File: src/rtl/up_count.sv
// up_count: free-running decimal counter with a programmable prescaler.
// A units digit advances once every DIV clocks, wraps after MAX and
// cascades into a BCD tens digit. carry pulses for the cycle that follows a wrap.
module up_count #(
    parameter int unsigned DIV = 1,
    parameter int unsigned MAX = 9
) (
    input  logic       CLK,
    input  logic       RST,
    output logic [3:0] units,
    output logic [3:0] tens,
    output logic       carry
);

    // Prescaler is ceil(log2(DIV)) bits wide, but never narrower than one bit.
    localparam int unsigned      PRE_W      = (DIV > 1) ? $clog2(DIV) : 1;
    localparam logic [PRE_W-1:0] PRE_LAST   = PRE_W'(DIV - 1);
    localparam logic [3:0]       UNITS_LAST = 4'(MAX);
    localparam logic [3:0]       TENS_LAST  = 4'd9;

    // Reject parameter values the 4-bit datapath and 16-bit prescaler cannot hold.
    if (DIV < 1 || DIV > 65536) begin : g_bad_div
        $error("up_count: DIV must be in 1..65536");
    end
    if (MAX < 1 || MAX > 15) begin : g_bad_max
        $error("up_count: MAX must be in 1..15");
    end

    logic [PRE_W-1:0] pre;
    logic             tick;
    logic             units_wrap;
    logic             tens_wrap;

    // With DIV=1 the prescaler is stuck at 0, which equals PRE_LAST, so tick is constantly high.
    assign tick = (pre == PRE_LAST);

    // ">=" rather than "==": an upset value above the terminal count
    // recovers through the normal wrap path instead of running up to 15.
    assign units_wrap = (units >= UNITS_LAST);
    assign tens_wrap  = (tens >= TENS_LAST);

    // Prescaler: count 0..DIV-1 and restart, generating one tick per period.
    always_ff @(posedge CLK) begin
        // NOTE: state registers use non-blocking assignments so every flop
        // samples pre-edge values regardless of statement order.
        if (RST) begin
            pre <= '0;
        end else if (tick) begin
            pre <= '0;
        end else begin
            pre <= pre + 1'b1;
        end
    end

    // Digit counters: reset beats tick, and carry is registered together with the wrap.
    always_ff @(posedge CLK) begin
        if (RST) begin
            units <= 4'd0;
            tens  <= 4'd0;
            carry <= 1'b0;
        end else if (tick) begin
            if (units_wrap) begin
                units <= 4'd0;
                carry <= 1'b1;
                tens  <= tens_wrap ? 4'd0 : tens + 4'd1;
            end else begin
                units <= units + 4'd1;
                carry <= 1'b0;
            end
        end else begin
            carry <= 1'b0;
        end
    end

endmodule

File: config.mk
export PLATFORM = sky130hd
export DESIGN_NAME = up_count
export DESIGN_NICKNAME = d
export VERILOG_FILES = /design/src/rtl/up_count.sv
export SDC_FILE = /design/constraint.sdc
export NUM_CORES = 1
export LEC_CHECK = 0
export CORE_AREA = 2 2 39 41
export CTS_CLUSTER_SIZE = 10
export DETAILED_ROUTE_END_ITERATION = 6
export DIE_AREA = 0 0 41 43
export HOLD_SLACK_MARGIN = 0.05
export SLEW_MARGIN = 5
export SYNTH_ARGS = -nofsm -noshare
export SYNTH_HDL_FRONTEND = slang
export SYNTH_SLANG_ARGS = --single-unit
File: constraint.sdc
create_clock -name CLK -period 1.4 [get_ports CLK]
set_input_delay 0.42 -clock CLK [delete_from_list [all_inputs] [get_ports CLK]]
set_output_delay 0.42 -clock CLK [all_outputs]
set_load 0.02 [all_outputs]
# Yosys cells after proc, flatten, opt, wreduce, memory -nomap -nowiden
# Cells that the tools add are included.
[word_totals] wordCells=16 register_bits=10 in_bits=2 out_inout_bits=9
[op_classes] muxes=3 n_lt_le_gt_ge=2 n_addsub=3 n_reduce_logical=3 n_bitwise=1
[ops] operator="adder 4 x 1 -> 4 bit (second input constant)" count=2
[ops] operator=">= comparator 4 bit (second input constant)" count=2
[ops] operator="two-way mux 4 bit" count=2
[ops] operator="OR reduction 2 bit" count=2
[ops] operator="AND reduction 2 bit" count=1
[ops] operator="adder 1 bit (second input constant)" count=1
[ops] operator="two-way mux 1 bit" count=1
[ops] operator="NOT 1 bit" count=1

# Logic depth before layout (Yosys ltp)
# Gate-level depths: netlist of the first run.
[depth] depth_word=2 depth_mapped=6

# Worst setup path after synthesis of the first run
# OpenSTA, ideal clock, no wires.
[synth_path] kind="register to register" startpoint="register units[1]" endpoint="register tens[2]" path_stages_with_launch=7 slack_ns=-0.046 setup_time_ns=0.117 t_required_ns=1.283 arrival_time_ns=1.328 cell_sequence="dfxtp_1 -> inv_1 -> ha_1 -> nor2_1 -> a21o_4 -> nor2_2 -> a32o_1"
[synth_between] elab_chain_cells=2
[synth_rtl] element="start: declaration" line_no="10" source="output logic [3:0] units,"
[synth_rtl] element="start signal: assignment" line_no="67" source="units <= units + 4'd1;"
[synth_rtl] element=">= comparator 4 bit" line_no="39" source="assign units_wrap = (units >= UNITS_LAST);"
[synth_rtl] element="AND reduction 2 bit (no source line)"
[synth_rtl] element="end signal: assignment" line_no="65" source="tens <= tens_wrap ? 4'd0 : tens + 4'd1;"
[synth_rtl] element="end: declaration" line_no="11" source="output logic [3:0] tens,"
# Every way passes these cells.
# A chain may end at the register's enable or synchronous reset.

==> reports/qor.csv, run 1 <==
stage;metric;value;unit
global_routing;largest net degree at the start of global routing;7;
placed_design;Placed Cells incl. Taps;86;
placed_design;RePlAce Congestion;0.704;
routing;drt first pass iters;1;
power_and_ir_drop;Worst IR Drop VDD;0.555;mV
power_and_ir_drop;sequential power share;54.0;%
clock_network;CTS tree;yes;
floorplan;die width;41;µm
global_routing;initial antenna violation count;0;
routing;DR vias;400;
power_and_ir_drop;Leak;0.344;nW
setup_path;WS Path Type;in -> reg;
power_and_ir_drop;total chip power;0.559;mW
power_and_ir_drop;sw frac;23.7;%
placed_design;DP HPWL;694;µm
logic_synthesis;synthesized area per cell;10.2;µm²
routing;met3 WL;48;µm
clock_network;clk buf depth;2;
setup_path;kind of end point of the critical path;flip-flop;
sta;RSZ-0062 raised after global routing;no;
logic_synthesis;synth warn;0;
clock_network;CTS Buf Count;3;
logic_synthesis;mapped cell area;522;µm²
clock_network;Clock Tree Root;clkbuf_4;
routing;drt total wl;864;µm
clock_network;CTS Hold Bufs;0;
power_and_ir_drop;Clk pwr share;32.7;%
floorplan;# rows;14;
logic_synthesis;Syn Nets;59;
setup_path;critical path required time;1.55;ns
clock_network;postcts setup bufs;0;
run;max-cap check violation count;0;
power_and_ir_drop;Combinational Power Share;13.3;%
floorplan;IO Count;11;
clock_network;H-tree levels;1;
power_and_ir_drop;net load switching power;0.132;mW
cells_and_area;P&R area growth vs syn;40.3;%
min_path;Hold Crit Depth;2;
setup_path;Worst Reg-to-Reg Cells;6;
placed_design;Buffers on Ports;10;
cells_and_area;commonest non-fill, non-tap cell in the layout;buf_4;
routing;DR vias/cell;4.49;
routing;wire length per cell;9.71;µm
global_routing;vias in the first global route;380;
cells_and_area;layout filler cell count;141;
sta;clock period minus worst slack;1.35;ns
cells_and_area;flip-flop and latch area;203;µm²
setup_path;crit path DAT;1.49;ns
global_routing;gr usage total;13.6;%
floorplan;Core ar.;0.00138;mm²
floorplan;full die area;0.00176;mm²
routing;met2 WL;388;µm
routing;Residual DRC;0;
global_routing;first-pass GRT wire length;1590;µm
sta;fmax;743;MHz
floorplan;Die Y;43;µm
routing;post-route ant nets;0;
cells_and_area;most frequent cells in the layout;9 x buf_4, 8 x dfxtp_1, 7 x nor2_1, 6 x dlygate4sd2_1;
power_and_ir_drop;Pint;0.427;mW
cells_and_area;NumNets Final;83;
min_path;hold crit path type;reg -> reg;
logic_synthesis;Synth cell types;24;
logic_synthesis;Mapped Cells;51;
cells_and_area;filler-free cell count of the finished design;89;
power_and_ir_drop;pwr dens;764;mW/mm²
setup_path;critical path fanouts, max;4;
cells_and_area;multi-input logic area;308;µm²
sta;Pins Over Slew Limit;0;
cells_and_area;share of layout cells above drive strength 1;32.9;%
sta;setup violators final;0;
cells_and_area;diode count;0;
sta;final hold violation count;0;
logic_synthesis;sequential fraction of the synthesis area;38.4;%
routing;M1 WL;427;µm
clock_network;clock-pin transition on the worst setup and hold timing paths;0.06;ns
sta;final period utilization;96.2;%
routing;max layer used;met3;
routing;drt initial violations;0;
logic_synthesis;synthesized flop and latch total;10;
floorplan;Initial Util;37.7;%
global_routing;grt ovf;0;
setup_path;crit path launch type;input pin;
sta;Setup Skew;0.00368;ns
clock_network;Skew-Pair Late Insertion Delay;0.26;ns
clock_network;total clock sinks;10;
outcome;outcome;finished clean;
## through the flow
stage	area, µm²	setup TNS [ns]	utilization, %	hold slack, ns	setup slack (ns)
finish	732	0	52.9	0.545	0.0533
global route	732	0	52.9	0.586	0.00167
CTS	722	0	52.2	0.549	0.0141
detailed placement	711	-1.08	51.4	0.541	-0.236
global placement	711	-0.929	51.4	0.529	-0.194
floorplan	523	0	-	0.492	0.00927
## sequential cells by signal, summed over array words and instances, names as in the netlist
name / cells
tens: 4
pre: 1
carry: 1
units: 4
## cells in the mapped netlist
master | number | area share [%]
conb_1 | 1 | 0.72
nor2_1 | 8 | 5.8
nand2_2 | 1 | 1.2
xnor2_1 | 1 | 1.7
inv_1 | 5 | 3.6
a21oi_1 | 1 | 0.96
nor3_2 | 1 | 1.9
a21o_4 | 1 | 2.9
nand4b_1 | 1 | 1.7
o21ai_1 | 1 | 0.96
and4_1 | 1 | 1.7
a31oi_4 | 1 | 4.1
and2b_2 | 1 | 1.7
o21bai_1 | 1 | 1.4
dfxtp_1 | 10 | 38
ha_1 | 6 | 14
nand2b_4 | 1 | 2.6
a21oi_2 | 1 | 1.7
a31oi_1 | 1 | 1.2
xor2_1 | 2 | 3.4
mux2i_1 | 1 | 1.9
nor2b_1 | 1 | 1.2
a32o_1 | 2 | 3.8
nor2_2 | 1 | 1.2
## worst paths after layout
| kind | to | slack (ns) | from |
|---|---|---|---|
| max | tens[2] | 0.05 | RST |
| min | units[1] | 0.55 | units[1] |
| max reg2reg | tens[2] | 0.08 | units[0] |
| min reg2reg | units[1] | 0.55 | units[1] |
## area by class of cell
| cell class | instances | share of cell area (%) |
|---|---|---|
| flip-flops and latches | 10 | 27.7 |
| multi-input cells | 36 | 42.1 |
| repair buffers | 19 | 21.9 |
| inverters | 5 | 2.56 |
| clock buffers | 3 | 3.08 |
| well taps | 16 | 2.74 |
## worst max-delay path: stages
cell and delay (ns):
clkdlybuf4s50_1 0.50, inv_1 0.11, a31oi_4 0.19, nor2_2 0.06
a32o_1 0.22
## kinds of logic after synthesis
logic type,synth area share [%]
and+or+nand+nor,18.9
DFF,38.4
AOI/OAI and AO/OA,17.0
adders and majority gates,14.4
buffers and inverters,3.60
xor gates and xnor gates,5.04
other,0.719
muxes,1.92
## repair_timing
action                                  4_1_cts  5_1_grt
endpoints found under the setup margin        9        7
pin swaps                                     0        1
resized for setup                             9        6
## metal layers
metal / track usage, % / vias to the layer above
met5: 0 / -
met4: 6.00 / 0
met3: 7.85 / 0
met2: 17.2 / 9
met1: 18.1 / 174
li1: - / 217
## power by group through the flow
stage          clock [mW]  combinational, mW  sequential [mW]
3_3_place_gp            0             0.0766            0.308
5_1_grt             0.215             0.0822            0.303
2_1_floorplan           0             0.0365            0.316
6_report            0.183             0.0744            0.302
3_5_place_dp            0             0.0766            0.308
4_1_cts             0.197             0.0730            0.301
Power figures use the tool's default switching activity.
==> run 2: changes to the inputs <==
--- a/config.mk
+++ b/config.mk
@@ -9,6 +9,7 @@
 export CTS_CLUSTER_SIZE = 10
 export DETAILED_ROUTE_END_ITERATION = 6
 export DIE_AREA = 0 0 41 43
+export GPL_TIMING_DRIVEN = 0
 export HOLD_SLACK_MARGIN = 0.05
 export SLEW_MARGIN = 5
 export SYNTH_ARGS = -nofsm -noshare
==> run 2 against run 1 <==
Against the previous run:
- via count down 3.0%
- final cell count down 7.9%
- sequential share of layout area up 2.2 points
- count of clock-buffer cells in the layout up 1
- design area down 5.1%
- sequential power about the same
- die area unchanged
- sequential cell count unchanged
- fmax down 0.85%
- routed wire length down 2.3%
- core utilization down 2.7 points
- largest power group unchanged
- highest routed layer is now met4
==> reports/qor.csv, run 2 (synthesis gave the netlist of run 1 again) <==
stage;metric;value;unit;change
sta;Hold Slack;0.391;ns;-0.154 ns
setup_path;critical path required time;0.98;ns;-0.57 ns
floorplan;full die area;0.00176;mm²;unchanged
placed_design;DP HPWL;632;µm;-9.0%
floorplan;# rows;14;;unchanged
placed_design;Buffers on Ports;10;;unchanged
floorplan;Die Y;43;µm;unchanged
floorplan;die width;41;µm;unchanged
global_routing;initial antenna violation count;0;;unchanged
setup_path;crit path DAT;0.94;ns;-0.55 ns
routing;Residual DRC;0;;unchanged
sta;final period utilization;97.0;%;+0.82 points
sta;clock period minus worst slack;1.36;ns;+0.0115 ns
clock_network;CTS Hold Bufs;0;;unchanged
routing;drt total wl;844;µm;-2.3%
clock_network;CTS tree;yes;;
sta;Setup TNS;0;ns;unchanged
global_routing;first-pass GRT wire length;1380;µm;-13%
setup_path;Worst path slowest cell;dfxtp_1;;
sta;final hold violation count;0;;unchanged
cells_and_area;diode count;0;;unchanged
clock_network;Clock Tree Root;clkbuf_4;;
setup_path;Reg-to-Reg End;tens[2];;
routing;post-route ant nets;0;;unchanged
min_path;Hold Crit Depth;2;;unchanged
setup_path;CP delay by family, top;flip-flops;;
cells_and_area;Top Registers;tens x4, units x4;;
cells_and_area;commonest non-fill, non-tap cell in the layout;nor2_1;;
clock_network;clk buf depth;2;;unchanged
clock_network;CTS Buf Count;3;;unchanged
routing;wire length per cell;10.3;µm;+6.0%
cells_and_area;share of layout cells above drive strength 1;43.9;%;+11 points
outcome;outcome;finished clean;;
power_and_ir_drop;Worst IR Drop VDD;0.660;mV;+19%
routing;DR vias/cell;4.73;;+5.3%
setup_path;critical path fanouts, max;5;;+1
setup_path;CP bufs+invs;1;;-1
run;max-cap check violation count;0;;unchanged
setup_path;kind of end point of the critical path;primary output;;
min_path;hold_sp;RST;;
setup_path;Worst Reg-to-Reg Cells;6;;unchanged
setup_path;RR Startpoint;units[1];;
setup_path;crit path launch type;flip-flop;;
sta;Final WS setup;0.0418;ns;-0.0115 ns
clock_network;clock-pin transition on the worst setup and hold timing paths;0.07;ns;about the same
placed_design;Setup Slack @ Placement;-0.285;ns;-0.0492 ns
routing;drt initial violations;2;;+2
global_routing;vias in the first global route;324;;-15%
global_routing;gr usage total;11.8;%;-1.8 points
setup_path;CP peak stage delay;0.39;ns;-0.11 ns
floorplan;IO Count;11;;unchanged
cells_and_area;filler-free cell count of the finished design;82;;-7.9%
global_routing;GR peak layer;met1;;
sta;setup violators final;0;;unchanged
power_and_ir_drop;Leak;0.299;nW;-13%
cells_and_area;NumNets Final;75;;-9.6%
min_path;hold crit path type;in -> reg;;
floorplan;Initial Util;37.7;%;unchanged
placed_design;RePlAce Congestion;0.742;;+5.4%
min_path;hold endpoint;carry;;
routing;DR vias;388;;-3.0%
sta;RSZ-0062 raised after global routing;yes;;
cells_and_area;P&R area growth vs syn;33.1;%;
clock_network;H-tree levels;1;;unchanged
sta;Setup Skew;0.000669;ns;-0.00301 ns
global_routing;grt met1 use;16.5;%;-1.6 points
clock_network;total clock sinks;10;;unchanged
routing;drt first pass iters;2;;+1
global_routing;largest net degree at the start of global routing;7;;unchanged
setup_path;reg-to-reg slack, setup;0.12;ns;+0.04 ns
placed_design;Placed Cells incl. Taps;77;;-10%
global_routing;grt ovf;0;;unchanged
clock_network;Skew-Pair Late Insertion Delay;0.27;ns;about the same
global_routing;met2 Usage GRT;15.0;%;-2.2 points
power_and_ir_drop;pwr dens;918;mW/mm²;+20%
global_routing;M3 GR Usage;3.14;%;-4.7 points
setup_path;WS Path Type;reg -> out;;
floorplan;Core ar.;0.00138;mm²;unchanged
setup_path;CP cell instances;clkdlybuf4s15_2;;
sta;Pins Over Slew Limit;0;;unchanged
sta;fmax;736;MHz;-0.85%
cells_and_area;most frequent cells in the layout;7 x nor2_1, 6 x ha_1, 6 x clkdlybuf4s15_2, 6 x dfxtp_2;;
[run 2: changes by cell type in the layout (fill, tap and decap cells not counted), moves of 2 or more]
| cell | change |
|---|---|
| dfxtp_1 | -4 |
| buf_4 | -8 |
| dlygate4sd2_1 | -5 |
| clkbuf_2 | +2 |
| dfxtp_2 | +4 |
| clkdlybuf4s15_1 | -3 |
| clkdlybuf4s15_2 | +6 |
[run 2: metal layers]
metal  vias up  wire, µm
met5         -         0
met4         0        19
met3         2        27
met2         8       364
met1       173       434
li1        205         -
[run 2: timing repair]
| action | CTS | global route |
|---|---|---|
| setup endpoints to repair | 10 | 9 |
| pin swaps | 1 | 1 |
| endpoints found under the hold margin | 0 | 0 |
| gates resized for setup | 26 | 7 |
| buffers inserted | 0 | 1 |
[run 2: report_power, final]
group	switching [mW]	internal, mW	total, mW
logic	0.0358	0.0285	0.0643
registers	0.0116	0.293	0.305
clock network	0.110	0.158	0.268
[run 2: metrics by stage]
stage	util (%)	area (µm²)	power, mW
floorplan	-	523	0.353
global placement	46.5	643	0.376
detailed placement	46.5	643	0.376
CTS	49.8	689	0.645
global route	50.2	694	0.667
finish	50.2	694	0.638
[run 2: worst register-to-register path, stage by stage, from the launching register on]
cell and delay (ns):
dfxtp_2 0.36, inv_1 0.06, ha_1 0.18, nor2_2 0.13
a21o_4 0.18, nor2_2 0.05, a32o_1 0.21
[run 2: cell type report]
class | count | area (µm²)
tap | 16 | 20.0
inverter | 5 | 18.8
fill | 133 | 689
clock buffer | 4 | 36.3
sequential | 10 | 208
timing repair buffer | 11 | 106
multi-input combinational | 36 | 305
[run 2: worst max-delay path by stage]
stage                     startpoint  endpoint  slack, ns  cells after the start
after floorplan             units[0]   tens[1]      0.009                      4
after global placement           RST   tens[2]      -0.29                      5
after detailed placement         RST   tens[2]      -0.28                      5
after CTS                    tens[3]   tens[3]       0.01                      1
after global routing        units[1]   tens[2]    -0.0009                      6
final                        tens[1]   tens[1]       0.04                      1
==> run 3: changes to the inputs <==
--- a/config.mk
+++ b/config.mk
@@ -11,6 +11,7 @@
 export DIE_AREA = 0 0 41 43
 export GPL_TIMING_DRIVEN = 0
 export HOLD_SLACK_MARGIN = 0.05
+export MAX_ROUTING_LAYER = met4
 export SLEW_MARGIN = 5
 export SYNTH_ARGS = -nofsm -noshare
 export SYNTH_HDL_FRONTEND = slang
==> results of run 3 <==
No change in the layout: final DEF, timing and power equal those of run 2.
Among the figures that moved: final weighted congestion in routability-driven placement 0.742 -> 0.751; overall routing resource usage 11.8% -> 12.1%
